==> config.mk <==
export PLATFORM = sky130hd
export DESIGN_NAME = rename_map_freelist
export DESIGN_NICKNAME = d
export VERILOG_FILES = /design/src/rtl/rename_map_freelist.sv
export SDC_FILE = /design/constraint.sdc
export NUM_CORES = 1
export LEC_CHECK = 0
export BUFFER_PORTS_ARGS = -buffer_cell sky130_fd_sc_hd__buf_4
export CAP_MARGIN = 30
export CELL_PAD_IN_SITES_DETAIL_PLACEMENT = 0
export CELL_PAD_IN_SITES_GLOBAL_PLACEMENT = 1
export CORE_UTILIZATION = 53
export CTS_BUF_LIST = sky130_fd_sc_hd__clkbuf_4
export DETAILED_ROUTE_END_ITERATION = 8
export GPL_TIMING_DRIVEN = 1
export PLACE_DENSITY = 0.81
export REMOVE_ABC_BUFFERS = 1
export SLEW_MARGIN = 15
export SYNTH_ARGS = -nofsm -noshare
export SYNTH_HDL_FRONTEND = slang
export SYNTH_SLANG_ARGS = --single-unit
==> constraint.sdc <==
create_clock -name clk -period 10.3 [get_ports clk]
set_clock_uncertainty 0.05 [all_clocks]
set_input_delay 0.515 -clock clk [delete_from_list [all_inputs] [get_ports clk]]
set_output_delay 0.515 -clock clk [all_outputs]
set_load 0.02 [all_outputs]
==> src/rtl/rename_map_freelist.sv <==
// Single-issue register rename: speculative RAT, bitmap free list, registered results.
// Optional RENAME_FLUSH_EN adds a committed RAT/busy map restored on flush.
module rename_map_freelist #(
  parameter int ARCH_REGS = 32,
  parameter int PHYS_REGS = 64,
  parameter int RETIRE_W  = 2,
  localparam int AW = $clog2(ARCH_REGS),
  localparam int PW = $clog2(PHYS_REGS),
  localparam int CW = $clog2(PHYS_REGS + 1)
) (
  input  logic                   clk,
  input  logic                   rst,
  input  logic                   ren_valid,
  output logic                   ren_ready,
  input  logic [AW-1:0]          ren_src1,
  input  logic [AW-1:0]          ren_src2,
  input  logic [AW-1:0]          ren_dst,
  input  logic                   ren_has_dst,
  output logic                   out_valid,
  output logic [PW-1:0]          out_src1_p,
  output logic [PW-1:0]          out_src2_p,
  output logic [PW-1:0]          out_dst_p,
  output logic [PW-1:0]          out_old_p,
  output logic                   out_old_valid,
  output logic [CW-1:0]          free_count,
  input  logic [RETIRE_W-1:0]    retire_valid,
  input  logic [RETIRE_W*PW-1:0] retire_old_p,
  input  logic [RETIRE_W*AW-1:0] retire_dst,
  input  logic [RETIRE_W*PW-1:0] retire_new_p,
  input  logic                   flush
);
  localparam int MAX_FREE = PHYS_REGS - ARCH_REGS;
  localparam logic [PHYS_REGS-1:0] FREE_INIT = {PHYS_REGS{1'b1}} << ARCH_REGS;

  logic [PW-1:0]        rat [ARCH_REGS];
  logic [PHYS_REGS-1:0] free_bits, freed, free_bits_nxt;
  logic [PW-1:0]        alloc_p;
  logic                 alloc_req, accept, alloc, flush_now;
  logic [CW-1:0]        free_count_nxt;

  function automatic logic [CW-1:0] sat_count(input int v);
    if (v < 0) return '0;
    if (v > MAX_FREE) return CW'(MAX_FREE);
    return CW'(v);
  endfunction

  function automatic int popcount(input logic [PHYS_REGS-1:0] v);
    int n = 0;
    for (int i = 0; i < PHYS_REGS; i++) n += int'(v[i]);
    return n;
  endfunction

`ifdef RENAME_FLUSH_EN
  assign flush_now = flush;
`else
  assign flush_now = 1'b0;
  logic unused_flush_inputs;
  assign unused_flush_inputs = ^{flush, retire_dst, retire_new_p};
`endif

  assign alloc_req = ren_has_dst && (ren_dst != '0);
  assign ren_ready = ((free_count != '0) || !alloc_req) && !flush_now;
  assign accept    = ren_valid && ren_ready;
  assign alloc     = accept && alloc_req;

  // Lowest-index free register wins.
  always_comb begin
    alloc_p = '0;
    for (int i = PHYS_REGS - 1; i >= 0; i--)
      if (free_bits[i]) alloc_p = PW'(i);
  end

  // Only busy, non-zero pregs count as freed; duplicates collapse in the mask.
  always_comb begin
    freed = '0;
    for (int l = 0; l < RETIRE_W; l++)
      if (retire_valid[l] && (retire_old_p[l*PW +: PW] != '0))
        freed[retire_old_p[l*PW +: PW]] = 1'b1;
    freed = freed & ~free_bits;
    free_bits_nxt = free_bits | freed;
    if (alloc) free_bits_nxt[alloc_p] = 1'b0;
    free_count_nxt = sat_count(int'(free_count) - int'(alloc) + popcount(freed));
  end

`ifdef RENAME_FLUSH_EN
  logic [PW-1:0]        crat [ARCH_REGS];
  logic [PW-1:0]        crat_nxt [ARCH_REGS];
  logic [PHYS_REGS-1:0] cbusy, cbusy_nxt;

  // Committed state after this cycle's retirements; later lanes override earlier ones.
  always_comb begin
    crat_nxt  = crat;
    cbusy_nxt = cbusy;
    for (int l = 0; l < RETIRE_W; l++)
      if (retire_valid[l]) begin
        if (retire_dst[l*AW +: AW] != '0)
          crat_nxt[retire_dst[l*AW +: AW]] = retire_new_p[l*PW +: PW];
        cbusy_nxt[retire_new_p[l*PW +: PW]] = 1'b1;
        if (retire_old_p[l*PW +: PW] != '0)
          cbusy_nxt[retire_old_p[l*PW +: PW]] = 1'b0;
      end
  end

  always_ff @(posedge clk or posedge rst) begin
    if (rst) begin
      for (int i = 0; i < ARCH_REGS; i++) crat[i] <= PW'(i);
      cbusy <= ~FREE_INIT;
    end else begin
      crat  <= crat_nxt;
      cbusy <= cbusy_nxt;
    end
  end
`endif

  always_ff @(posedge clk or posedge rst) begin
    if (rst) begin
      for (int i = 0; i < ARCH_REGS; i++) rat[i] <= PW'(i);
      free_bits     <= FREE_INIT;
      free_count    <= CW'(MAX_FREE);
      out_valid     <= 1'b0;
      out_src1_p    <= '0;
      out_src2_p    <= '0;
      out_dst_p     <= '0;
      out_old_p     <= '0;
      out_old_valid <= 1'b0;
    end else begin
      out_valid <= accept;
      if (accept) begin
        out_src1_p <= rat[ren_src1];
        out_src2_p <= rat[ren_src2];
        if (alloc) begin
          out_dst_p     <= alloc_p;
          out_old_p     <= rat[ren_dst];
          out_old_valid <= 1'b1;
          rat[ren_dst]  <= alloc_p;
        end else begin
          out_dst_p     <= rat[ren_dst];
          out_old_valid <= 1'b0;
        end
      end
      free_bits  <= free_bits_nxt;
      free_count <= free_count_nxt;
`ifdef RENAME_FLUSH_EN
      if (flush) begin
        rat        <= crat_nxt;
        free_bits  <= ~cbusy_nxt;
        free_count <= sat_count(popcount(~cbusy_nxt));
      end
`endif
    end
  end
endmodule
==> impl_metrics.tcl <==
set metrics [dict create \
    p_per_area_nw_per_um2 210 \
    ant_nets 0 \
    cp_max_fo 8 \
    clockBufferDepth 3 \
    fmax_mhz 104 \
    cts_tree "built" \
    setup_viol 0 \
    grt_max_degree 138 \
    synth_top_area_share_pct 22.0 \
    wl_per_cell_um 26.4 \
    cts.htree.levels 3 \
    io_buffers 66 \
    yosys_register_bits 289 \
    synth_cells 1673 \
    synthArstFlopShare_pct 100 \
    start_util_pct 54.2 \
    final_cell_mix "176 x mux4_2, 176 x dfrtp_1, 148 x nor2_1" \
    clk_pin_slew_worst_paths_ps 70 \
    grt_overflow_total 0 \
    ys_seq_area_share_pct 36.9 \
    outcome "complete, no violations" \
    netlist_area_sq_um 20000 \
    hold_viol_final 0 \
    rsz0062_at_grt "false" \
    slew_viol_final 0 \
    grt_pass1_vias 15355 \
    ir_worst_vdd_mv 0.221 \
    ios 90 \
    post_drt_via_cell_ratio 6.68 \
    die_area_sq_um 38500 \
    cap_violations 0 \
    synth_top_area_cell "dfrtp_1" \
    clockRootBuffer "clkbuf_4" \
    die_h_um 196 \
    synth_cell_type_count 76 \
    globalRouteTotalUtil_pct 33.1 \
    grtUsageMet3_pct 8.82 \
    post-cts-setup-buffer-count 0 \
    drive_gt1_share_pct 37.9 \
    synthFlopType "dfrtp_1" \
    grt_use_met2_pct 48.8 \
    die_w_um 196 \
    tns_ps 0 \
    grt_pass1_wl_um 94600 \
    cp-end-kind "register" \
    vias 15447 \
    first_pass_iters 5 \
    avgSynthCellArea_sq_um 11.9 \
    synth_area_leaders "dfrtp_1 22%, mux4_2 20%, dfstp_2 15%" \
    syn_to_final_growth_pct 10.5 \
    ys_warn_count 0 \
    busiest_layer "met2" \
    drc 0 \
    cp.required_ps 10880 \
    use_met1_pct 47.6 \
    crit_arrival_ps 10170 \
    final_util_pct 59.9 \
    wl_um 61100 \
    place_hpwl_um 41500 \
    drt_iter0_markers 1803 \
    hold_path.class "primary input to register" \
    cts_buffers 82 \
    clkLatencyLatePin_ps 760 \
    tightest_slew_ps 1030 \
    rows 70 \
    fin_nets 1892 \
    coreArea_sq_um 36900 \
    cp-start-kind "register" \
    p_leak_nw 9.08 \
    antenna_found_initial 1 \
    path_class "register to register" \
    fin_crit_sh_pct 93.1 \
    cts_sinks 289 \
    fillers 3080 \
    slew_headroom_pct 30.9 \
    gp_congestion 0.984 \
    min_period_ps 9590 \
    synth_edf_count 0 \
]
==> area by class of cell <==
type                    instances  area [sq um]  area share [%]
inverters                      72           278            1.26
well taps                     504           631            2.86
flip-flops and latches        289          7370            33.4
diodes                          1          2.50          0.0113
multi-input cells            1206         11900            53.9
clock buffers                 131           983            4.45
repair buffers                 93           808            3.66
clock inverters                17          98.8           0.448
==> stage by stage <==
step	setup WS, ps	hold WS, ps	std cells	power, mW	instance area [sq um]
3_5_place_dp	540	355	2157	3.48	20900
4_1_cts	635	82.6	2306	4.61	22000
3_3_place_gp	699	342	2151	3.42	20800
2_1_floorplan	1380	331	1567	2.82	19500
5_1_grt	175	102	2313	4.90	22100
6_report	711	125	2313	4.64	22100
==> path summary, 6_finish.rpt <==
path,startpoint,to,slack [ps],cells past startpoint
worst max-delay path,free_count[3],free_count[3],710,25
worst min-delay path,ren_src1[3],out_src1_p[1],120,3
worst max register to register,free_count[3],free_count[3],710,25
worst min register to register,rat[191],rat[191],370,0
max in group asynchronous,rst,rat[58],8340,6
min in group asynchronous,rst,rat[100],260,3
==> power breakdown <==
group | leakage (nW) | switching, mW | internal (mW) | total [mW]
Combinational | 4.92 | 0.976 | 0.729 | 1.71
Sequential | 3.51 | 0.327 | 1.49 | 1.82
Clock | 0.646 | 0.515 | 0.599 | 1.11
Total | 9.08 | 1.82 | 2.82 | 4.64
==> routing by layer <==
metal | wire length (um) | share of wire (%) | up-vias
li1 | - | - | 6553
met1 | 24800 | 41 | 7867
met2 | 27600 | 45 | 903
met3 | 6930 | 11 | 124
met4 | 1810 | 3.0 | 0
met5 | 0 | 0 | -
==> flip-flops by register name (all words and copies together), names as in the netlist <==
name           cells
out_old_valid      1
free_bits         64
free_count         7
out_src2_p         6
rat              192
out_src1_p         6
out_old_p          6
out_valid          1
out_dst_p          6
==> cells by family after synthesis <==
family | count (synthesis) | share of synthesized area, %
muxes | 348 | 29.4
other | 2 | 0.0376
DFF | 289 | 36.9
AOI/OAI and AO/OA | 303 | 9.66
buffers and inverters | 178 | 3.62
adders and majority gates | 92 | 7.86
xor gates and xnor gates | 6 | 0.263
and+or+nand+nor | 455 | 12.3
==> synthesized netlist by cell type (6+ instances only) <==
master,instances
nor4_4,6
buf_2,28
o22ai_1,65
nor3_2,12
nand4_1,6
nor4_1,17
or4_1,8
a31oi_1,58
nand3b_1,8
buf_1,16
nor2_1,148
a21oi_1,61
inv_1,69
dfrtp_1,176
mux4_2,176
nand2_1,77
nor2_2,13
fa_1,56
nand2b_1,42
nor3_1,23
nand3_1,22
o21ai_0,49
o31ai_1,9
mux2_1,38
dfstp_2,113
mux2i_1,19
and2_1,7
ha_1,36
nor2b_1,32
o31a_1,6
or3_1,10
clkbuf_1,56
mux2_2,115
==> worst max-delay path, stage by stage (launching register included) <==
cell and delay [ps]:
dfrtp_1 450, or4_4 560, or4_4 530, nand3_4 120
inv_2 150, ha_1 340, fa_1 580, fa_1 450
fa_1 540, fa_1 450, fa_1 520, fa_1 590
fa_1 460, fa_1 440, fa_1 390, nor2b_1 230
o2111a_1 280, nor3_1 80, nor3_1 360, a21oi_1 170
ha_1 200, nor4b_1 370, nand3b_1 110, a2111oi_0 400
o221ai_1 340, a211oi_1 320
==> timing repair <==
action                                  in CTS  in global routing
endpoints found under the hold margin       72                  0
hold buffers                                 1                  0
endpoints found under the setup margin       0                  0
resized for setup                            0                  0
(Power assumes the default switching activity.)
